[config.mk]
export PLATFORM = sky130hd
export DESIGN_NAME = gray_code_counter
export DESIGN_NICKNAME = d
export VERILOG_FILES = /design/src/rtl/gray_code_counter.sv
export SDC_FILE = /design/constraint.sdc
export NUM_CORES = 1
export LEC_CHECK = 0
export CAP_MARGIN = 10
export CORE_MARGIN = 2
export CORE_UTILIZATION = 38
export DETAILED_ROUTE_END_ITERATION = 7
export PLACE_DENSITY = 0.71
export SLEW_MARGIN = 20
export SYNTH_ARGS = -nofsm -noshare
export SYNTH_HDL_FRONTEND = slang
export SYNTH_SLANG_ARGS = --single-unit
[constraint.sdc]
create_clock -name clk -period 1.9 [get_ports clk]
set_clock_uncertainty 0.15 [all_clocks]
set_input_delay 0.475 -clock clk [delete_from_list [all_inputs] [get_ports clk]]
set_output_delay 0.475 -clock clk [all_outputs]
set_load 0.05 [all_outputs]
[src/rtl/gray_code_counter.sv]
// Registered up/down binary counter with Gray-coded twin output,
// load, wrap/saturate boundary control and terminal-count pulse.
module gray_code_counter #(
  parameter int WIDTH = 4,
  parameter bit WRAP  = 1'b1
) (
  input  logic             clk,
  input  logic             rst_n,
  input  logic             en,
  input  logic             up,
  input  logic             load,
  input  logic [WIDTH-1:0] load_gray,
  output logic [WIDTH-1:0] binary,
  output logic [WIDTH-1:0] gray,
  output logic             tc
);

  logic [WIDTH-1:0] load_bin;
  logic [WIDTH-1:0] step;
  logic [WIDTH-1:0] next_bin;
  logic [WIDTH-1:0] next_gray;
  logic             boundary;
  logic             next_tc;

  always_comb begin
    load_bin = '0;
    load_bin[WIDTH-1] = load_gray[WIDTH-1];
    for (int i = WIDTH-2; i >= 0; i--) begin
      load_bin[i] = load_bin[i+1] ^ load_gray[i];
    end
  end

  assign boundary = up ? (&binary) : ~(|binary);
  assign step = up ? binary + WIDTH'(1) : binary - WIDTH'(1);

  always_comb begin
    next_bin = binary;
    next_tc  = 1'b0;
    if (load) begin
      next_bin = load_bin;
    end else if (en) begin
      next_tc = boundary;
      if (!boundary || WRAP) next_bin = step;
    end
  end

  // Gray is derived from the next count so both outputs move on one edge
  assign next_gray = next_bin ^ (next_bin >> 1);

  always_ff @(posedge clk or negedge rst_n) begin
    if (!rst_n) begin
      binary <= '0;
      gray   <= '0;
      tc     <= 1'b0;
    end else begin
      binary <= next_bin;
      gray   <= next_gray;
      tc     <= next_tc;
    end
  end

endmodule

==> summary.md, run 1 <==
The library cells used most frequently in the layout, excluding fill and tap cells, are buf_4 (13), dfrtp_1 (5), clkdlybuf4s50_1 (5), buf_12 (5), xor2_1 (4). The via count of the first global-routing pass came out at 500. Clock tree synthesis selected as its root buffer the cell clkbuf_4. For the leakage power, the log shows 0.406 nW. The tools report the category of the worst setup path launch point as an input port.

Counting every net in the synthesized netlist gives 66. At the pin with the least slew margin, the transition time is 0.332 ns. For this block, the initial DRC count from the detailed router was 3. Setup total negative slack on the finished layout was measured at 0 ns. The number of instances in the synthesized netlist is 54, and the highest net fanout along the worst path is 5. The worst-case IR drop observed on VDD is 0.369 mV. The vertical die dimension was 42.2 um. The initial utilization of the core area, before any placement, comes to 41.5%. The number of buffers inserted by port buffering came out at 17. Most common cell after layout, fill and taps aside: buf_4. Summing all multi-input logic gate instances after layout gives 354 um^2. The congestion estimate from routability-driven global placement came to 0.819. The most frequently used flop master after synthesis is dfrtp_1. The run gives 0.25 ns as the worst-skew pair later-pin latency. The pre-antenna-repair detailed-routing pass consisted of 3 iterations.

The detailed-route DRC error count was 0; the horizontal die dimension was 42.2 um. The area of the core is 1330 um^2. The run finished with clean final reports. The number of levels the H-tree was split into came out at 1.

The global-route layer with the greatest usage is met2. Summing the sequential cell areas from Yosys gives 36.2% of the chip area. The count of nets left with antenna violations once routing finished came out at 0. After legalization and detailed placement, the total HPWL measured 1030 um. The critical path buffer and inverter count is 2.

Grouping stages by cell kind, the critical path spends the most delay in simple AND/OR/NAND/NOR gates. For the finished layout, the period the worst path requires is 1.86 ns. In the final layout, the share of cells above drive strength 1 is 45.8%. The clock-pin slew on the worst setup and hold paths was 0.06 ns. The finished layout holds 98 standard cells, fillers aside.

After synthesis, the share of flip-flops with an asynchronous set or reset is 100%. Hold repair after CTS inserted 0 buffers. The share of synthesized area in the top cell type comes to 36.2%. In this run the core area contains 13 standard-cell rows. From synthesis to final layout, the design area changed by 64.9%. The cell area that synthesis handed to floorplanning was 553 um^2. The biggest cell delay along the critical path is 0.52 ns. The run gives 0 as the number of hold-slack violations in the final timing report.

The slowest stage of the critical path belongs to the cell or4b_4. Setup violations remaining at the end of the flow were counted as 0. Setup repair after global routing left no endpoint under its margin. The repair_antennas step left the layout with diodes totalling 0. In this run, distinct cell masters in the synthesized netlist total 32.

A synthesized cell averages 10.2 um^2. TritonCTS built the clock tree. The layout has 99 filler cells. Across all register-to-register paths, the minimum setup slack is 0.12 ns. Yosys printed 0 warnings.

Of the available clock period, the critical path in the final layout requires 98.0%. The global-route wire length before repair is 2180 um, and the average via count per standard cell is 5.05. Post-synthesis cell type with the largest combined area: dfrtp_1.

The run gives 3.02% as the met3 global-route usage. The worst setup path is of the in -> reg kind. In the global route stage, met2 resource usage came out at 27.8%. Registers take 204 um^2. For the initial antenna violation count, the log shows 0. The timing-limited maximum frequency is 537 MHz, and the number of placed instances with taps included is 92. The reported max-cap violation count is 0. The synthesized design contains 0 enable-type register cells.

Counting the buffers created by CTS gives 3. Sorting the synthesized cells by area gives the leading types as dfrtp_1 (36%), xor2_1 (6.3%), xnor2_1 (4.8%), ha_1 (4.5%), a21oi_1 (3.6%). Number of cells on the critical path: 6.

In the final routed layout, each cell accounts on average for 12.9 um. The count of pins over their slew limit was 0; the arrival time of the worst setup path was 1.89 ns. Counting along the longest clock path gives a buffer depth of 2. The total number of vias came out at 495. For met1 alone, demand over resource in global routing was 20.2%.

The worst register-to-register path has a depth of 6. After global routing the overflow that remains totals 0. STA classifies the critical path endpoint as a flop.

The endpoint of the worst register-to-register path is gray[1]. STA puts the critical path data required time at 1.93 ns. Minimum hold slack: 0.339 ns. The final layout contains 96 nets.

Entering global routing, the biggest net connects 10 pins. Wires add up to 1270 um. For this design, the sink count on the clock tree is 8. Worst min-delay path category: in -> async. After synthesis the netlist holds a flip-flop and latch count of 8. Dividing total power by cell area gives a power density of 1090 nW/um^2. The headroom to the max-slew limit was 77.8%; the die footprint was 1780 um^2.

The signal on the critical path passes through clkdlybuf4s15_1 > buf_6 > or4b_4 > a221oi_2 > or3_4 > xor2_2. For this design the top-level I/O count stands at 18. The total track usage came out at 16.2%.

The tools report the beginning of the worst register-to-register path as binary[1].
-- cell usage after synthesis, types with 2 or more instances --
| master | count |
|---|---|
| a21oi_1 | 4 |
| xnor2_1 | 3 |
| nor2_1 | 3 |
| dfrtp_1 | 8 |
| ha_1 | 2 |
| nand2_1 | 2 |
| inv_1 | 3 |
| nor3b_1 | 2 |
| xor2_1 | 4 |
-- timing repair --
| action | in CTS | in global routing |
|---|---|---|
| setup endpoints to repair | 7 | 2 |
| gates cloned | 0 | 0 |
| pin swaps | 6 | 2 |
| buffers inserted | 2 | 0 |
| gates resized for setup | 9 | 3 |
-- registers in the layout, summed over array words and instances (netlist names) --
register  flops
gray          3
binary        4
tc            1
-- metrics by stage --
| stage | utilization [%] | power (mW) | setup slack [ns] | cell area [um^2] |
|---|---|---|---|---|
| floorplan | - | 0.596 | 0.0257 | 573 |
| finish | 68.4 | 0.996 | 0.0375 | 912 |
| detailed placement | 63.5 | 0.848 | -0.510 | 847 |
| global placement | 63.5 | 0.837 | -0.457 | 847 |
| CTS | 67.6 | 0.997 | 0.000938 | 902 |
| global route | 68.4 | 1.06 | 0.00632 | 912 |
-- per-layer routing --
layer  vias to the layer above  share of wire [%]
met5                         -                  0
met2                        11                 51
li1                        245                  -
met3                         0                3.4
met4                         0                  0
met1                       239                 45
-- how the worst max path moves through the flow --
stage | startpoint | endpoint
2_1_floorplan | binary[0] | gray[2]
3_3_place_gp | up | gray[1]
3_5_place_dp | up | gray[1]
4_1_cts | up | gray[1]
5_1_grt | up | gray[2]
6_report | up | gray[2]
-- cells by family (layout without fill, tap and decap cells) --
logic type,after synthesis,count (layout),share of synthesized area (%)
XOR/XNOR,8,8,14.0
AND/OR/NAND/NOR,17,17,19.9
AO/OA/AOI/OAI,11,11,13.8
adder cells (fa/ha/maj),3,3,8.14
flip-flops,8,8,36.2
buffers and inverters,6,35,6.11
multiplexers,1,1,1.81
-- area by class of cell --
cell class / count / area share (%)
clock buffers: 4 / 2.88
well taps: 15 / 2.06
repair buffers: 28 / 32.6
multi-input cells: 40 / 38.8
flip-flops and latches: 8 / 22.4
inverters: 3 / 1.23
-- report_power, final --
part	internal, mW	switching (mW)
sequential	0.215	0.0309
clock	0.0802	0.0562
combinational	0.275	0.338
Power figures use the tool's default switching activity.
==> run 2, diff against run 1 <==
--- a/config.mk
+++ b/config.mk
@@ -6,10 +6,12 @@
 export NUM_CORES = 1
 export LEC_CHECK = 0
 export CAP_MARGIN = 10
+export CELL_PAD_IN_SITES_DETAIL_PLACEMENT = 1
+export CELL_PAD_IN_SITES_GLOBAL_PLACEMENT = 2
 export CORE_MARGIN = 2
-export CORE_UTILIZATION = 38
+export CORE_UTILIZATION = 23
 export DETAILED_ROUTE_END_ITERATION = 7
-export PLACE_DENSITY = 0.71
+export PLACE_DENSITY_LB_ADDON = 0.1
 export SLEW_MARGIN = 20
 export SYNTH_ARGS = -nofsm -noshare
 export SYNTH_HDL_FRONTEND = slang
==> summary.md, run 2 (same netlist as run 1, synthesis figures left out) <==
The tools report the arrival time of the worst setup path as 1.86 ns. Clock-pin slew on the worst setup and hold paths: 0.05 ns. TritonCTS built the clock tree. The worst-skew pair later-pin latency was 0.25 ns. At the end of routability-driven placement, the weighted congestion stood at 0.777. Compared with the post-synthesis result, the final layout area differs by 75.1%. Number of placed instances with taps included: 108. The slowest stage of the critical path is the or4b_4 cell. The top register by number of flip-flops is binary.

Across all hold checks on the routed design, the worst slack comes to 0.338 ns. Number of flip-flops in the largest register: 4. The worst register-to-register path ends at gray[2]. Class of the most critical setup path: in -> reg. For this run, the share of the core covered by cells in the final layout is 43.4%. The worst path uses 96.4% of the clock period.

Dividing the detail-routed via count by the number of cells gives 4.37. Setup repair after global routing left no endpoint under its margin. For this run, design rule violations remaining after detail routing come to 0. The worst path meets setup with 0.0686 ns of slack. Of the cells placed in the final design, the portion with a size suffix greater than 1 is 50.0%. The initial antenna violation count is 0, and the number of top-level design ports is 18. The via count of the first global-routing pass is 569, and the clock period minus final worst setup slack is 1.83 ns. The tools report the end point of the critical path as gray[2]. Across the whole layout, storage elements account for 204 um^2. The kind of end point of the critical path was a flop. The total overflow left after global routing is 0.

Timing would allow up to 546 MHz. After the flow finishes, the layout carries non-filler instances totaling 114. Setup violations remaining at the end of the flow were counted as 0. The sum of routed wire length over all layers came out at 1490 um. The worst pin sits at a relative slew slack of 78.1%. Registers are responsible for 23.8% of the overall power. The number of cells on the worst reg-to-reg path is 6. The dominant delay contributor by cell family on the critical path was simple AND/OR/NAND/NOR gates. The number of hold-slack violations in the final timing report is 0, and the net switching component of the power is 0.435 mW. The library cell used most frequently in the layout, excluding fill and tap cells, is buf_4. The critical path goes through clkdlybuf4s15_1 > buf_6 > or4b_4 > a221oi_2 > or3_4 > xor2_2. For this design, the sink count on the clock tree is 8.

The run gives 886 um^2 as the post-detailed-placement cell area. The clock network burns 13.0% of the power. Proportion of power drawn by combinational gates: 63.1%. The horizontal die dimension came out at 53.0 um.

In this run the worst setup path begins at up. The logs give 0 for the reported max-cap violation count and 3 for the number of buffers added by the clock tree synthesis step. The total track usage was 12.9%. The count of nets left with antenna violations once routing finished came out at 0. The initial cell density of the core was 24.8%. The category of the worst setup path launch point is an input port. In this run, post-CTS hold repair placed 0 buffers. The number of levels the H-tree was split into is 1. The average routed wire per standard cell was 13.1 um.

Highest net fanout along the worst path: 4. The wire-length estimate of the detail-placed layout is 1220 um. At the end of the flow, the number of nets in the layout was 99. The largest net degree at the start of global routing is 9.

The first detailed-routing pass ran for 4 iterations. For this design the ratio of total power to cell area is 1060 nW/um^2. 0 antenna diodes ended up in the layout. The tools report the filler cell count in the final layout as 260. At the pin with the least slew margin, the transition time is 0.327 ns. The initialized floorplan defines 17 standard-cell rows.

The run gives -0.485 ns as the pre-CTS worst setup slack. The die covers 2810 um^2. For the maximum buffer depth of the clock tree, the log shows 2. Input and output buffers added on the ports amount to 17.

The biggest cell delay along the critical path was 0.53 ns; the count of pins over their slew limit was 0. Cell internal power was estimated by the tool at 0.596 mW. Total number of vias: 498. The top cell types in the final layout, fill and taps aside, are buf_4 (17), dfrtp_1 (5), clkdlybuf4s50_1 (5), buf_12 (5), xor2_1 (4). Together, buffers and inverters on the worst path number 2.

The setup TNS after final layout came out at 0 ns. In this run the critical register-to-register path is launched from binary[1]. The total power of the final layout was 1.03 mW. In this run switching power makes up 42.2% of total power.

Measured along the y axis, the die boundary spans 53.0 um. The total area inside the core boundary comes to 2230 um^2. The leakage power is 0.425 nW. The largest registers in the layout are binary (4), gray (3), tc (1). Worst min-delay path category: in -> async.

After the first detailed-routing iteration, the DRC count stood at 4. The post-route cell area was 968 um^2; the global-route wire length before repair was 2570 um. For the combined area of the multi-input logic cells, the log shows 375 um^2.

The flow ran to the end, and the final reports show no timing, DRC or antenna violations. The required time of the critical path was 1.93 ns; the largest voltage drop on the vdd net was 0.389 mV. For flop-to-flop paths, the worst setup slack is 0.09 ns.

The critical path crosses 6 cells after its start point. Library cell used as clock root buffer: clkbuf_4.
-- run 2: layer usage --
layer	vias up	GRT usage, %	part of all wire (%)
met2	15	21.7	46
met1	230	16.3	49
met4	0	6.41	0
met5	-	0	0
met3	0	1.13	5.1
li1	253	-	-
-- run 2: power groups by stage --
stage / Clock (mW) / Combinational (mW) / Sequential (mW)
after global placement: 0 / 0.607 / 0.252
after floorplan: 0 / 0.192 / 0.404
after detailed placement: 0 / 0.612 / 0.251
final: 0.134 / 0.651 / 0.245
after CTS: 0.144 / 0.620 / 0.253
after global routing: 0.151 / 0.700 / 0.252
-- run 2: layout make-up --
type,instances,share of cell area (%)
multi-input combinational,40,38.8
tap,28,3.62
sequential,8,21.1
clock buffer,4,2.71
inverter,3,1.16
timing repair buffer,31,32.7
-- run 2: how the worst min path moves through the flow --
stage	from	slack, ns	end	depth (start not counted)
floorplan	rst_n	0.03	binary[0]	0
global placement	binary[0]	0.52	gray[0]	3
detailed placement	binary[0]	0.52	gray[0]	3
CTS	rst_n	0.34	gray[1]	1
global route	rst_n	0.35	gray[1]	1
finish	rst_n	0.34	gray[1]	1
-- run 2: what timing repair did --
action,4_1_cts,5_1_grt
setup buffers,0,2
endpoints found under the setup margin,7,4
hold endpoints to repair,0,0
pin swaps,9,4
gates resized for setup,8,5
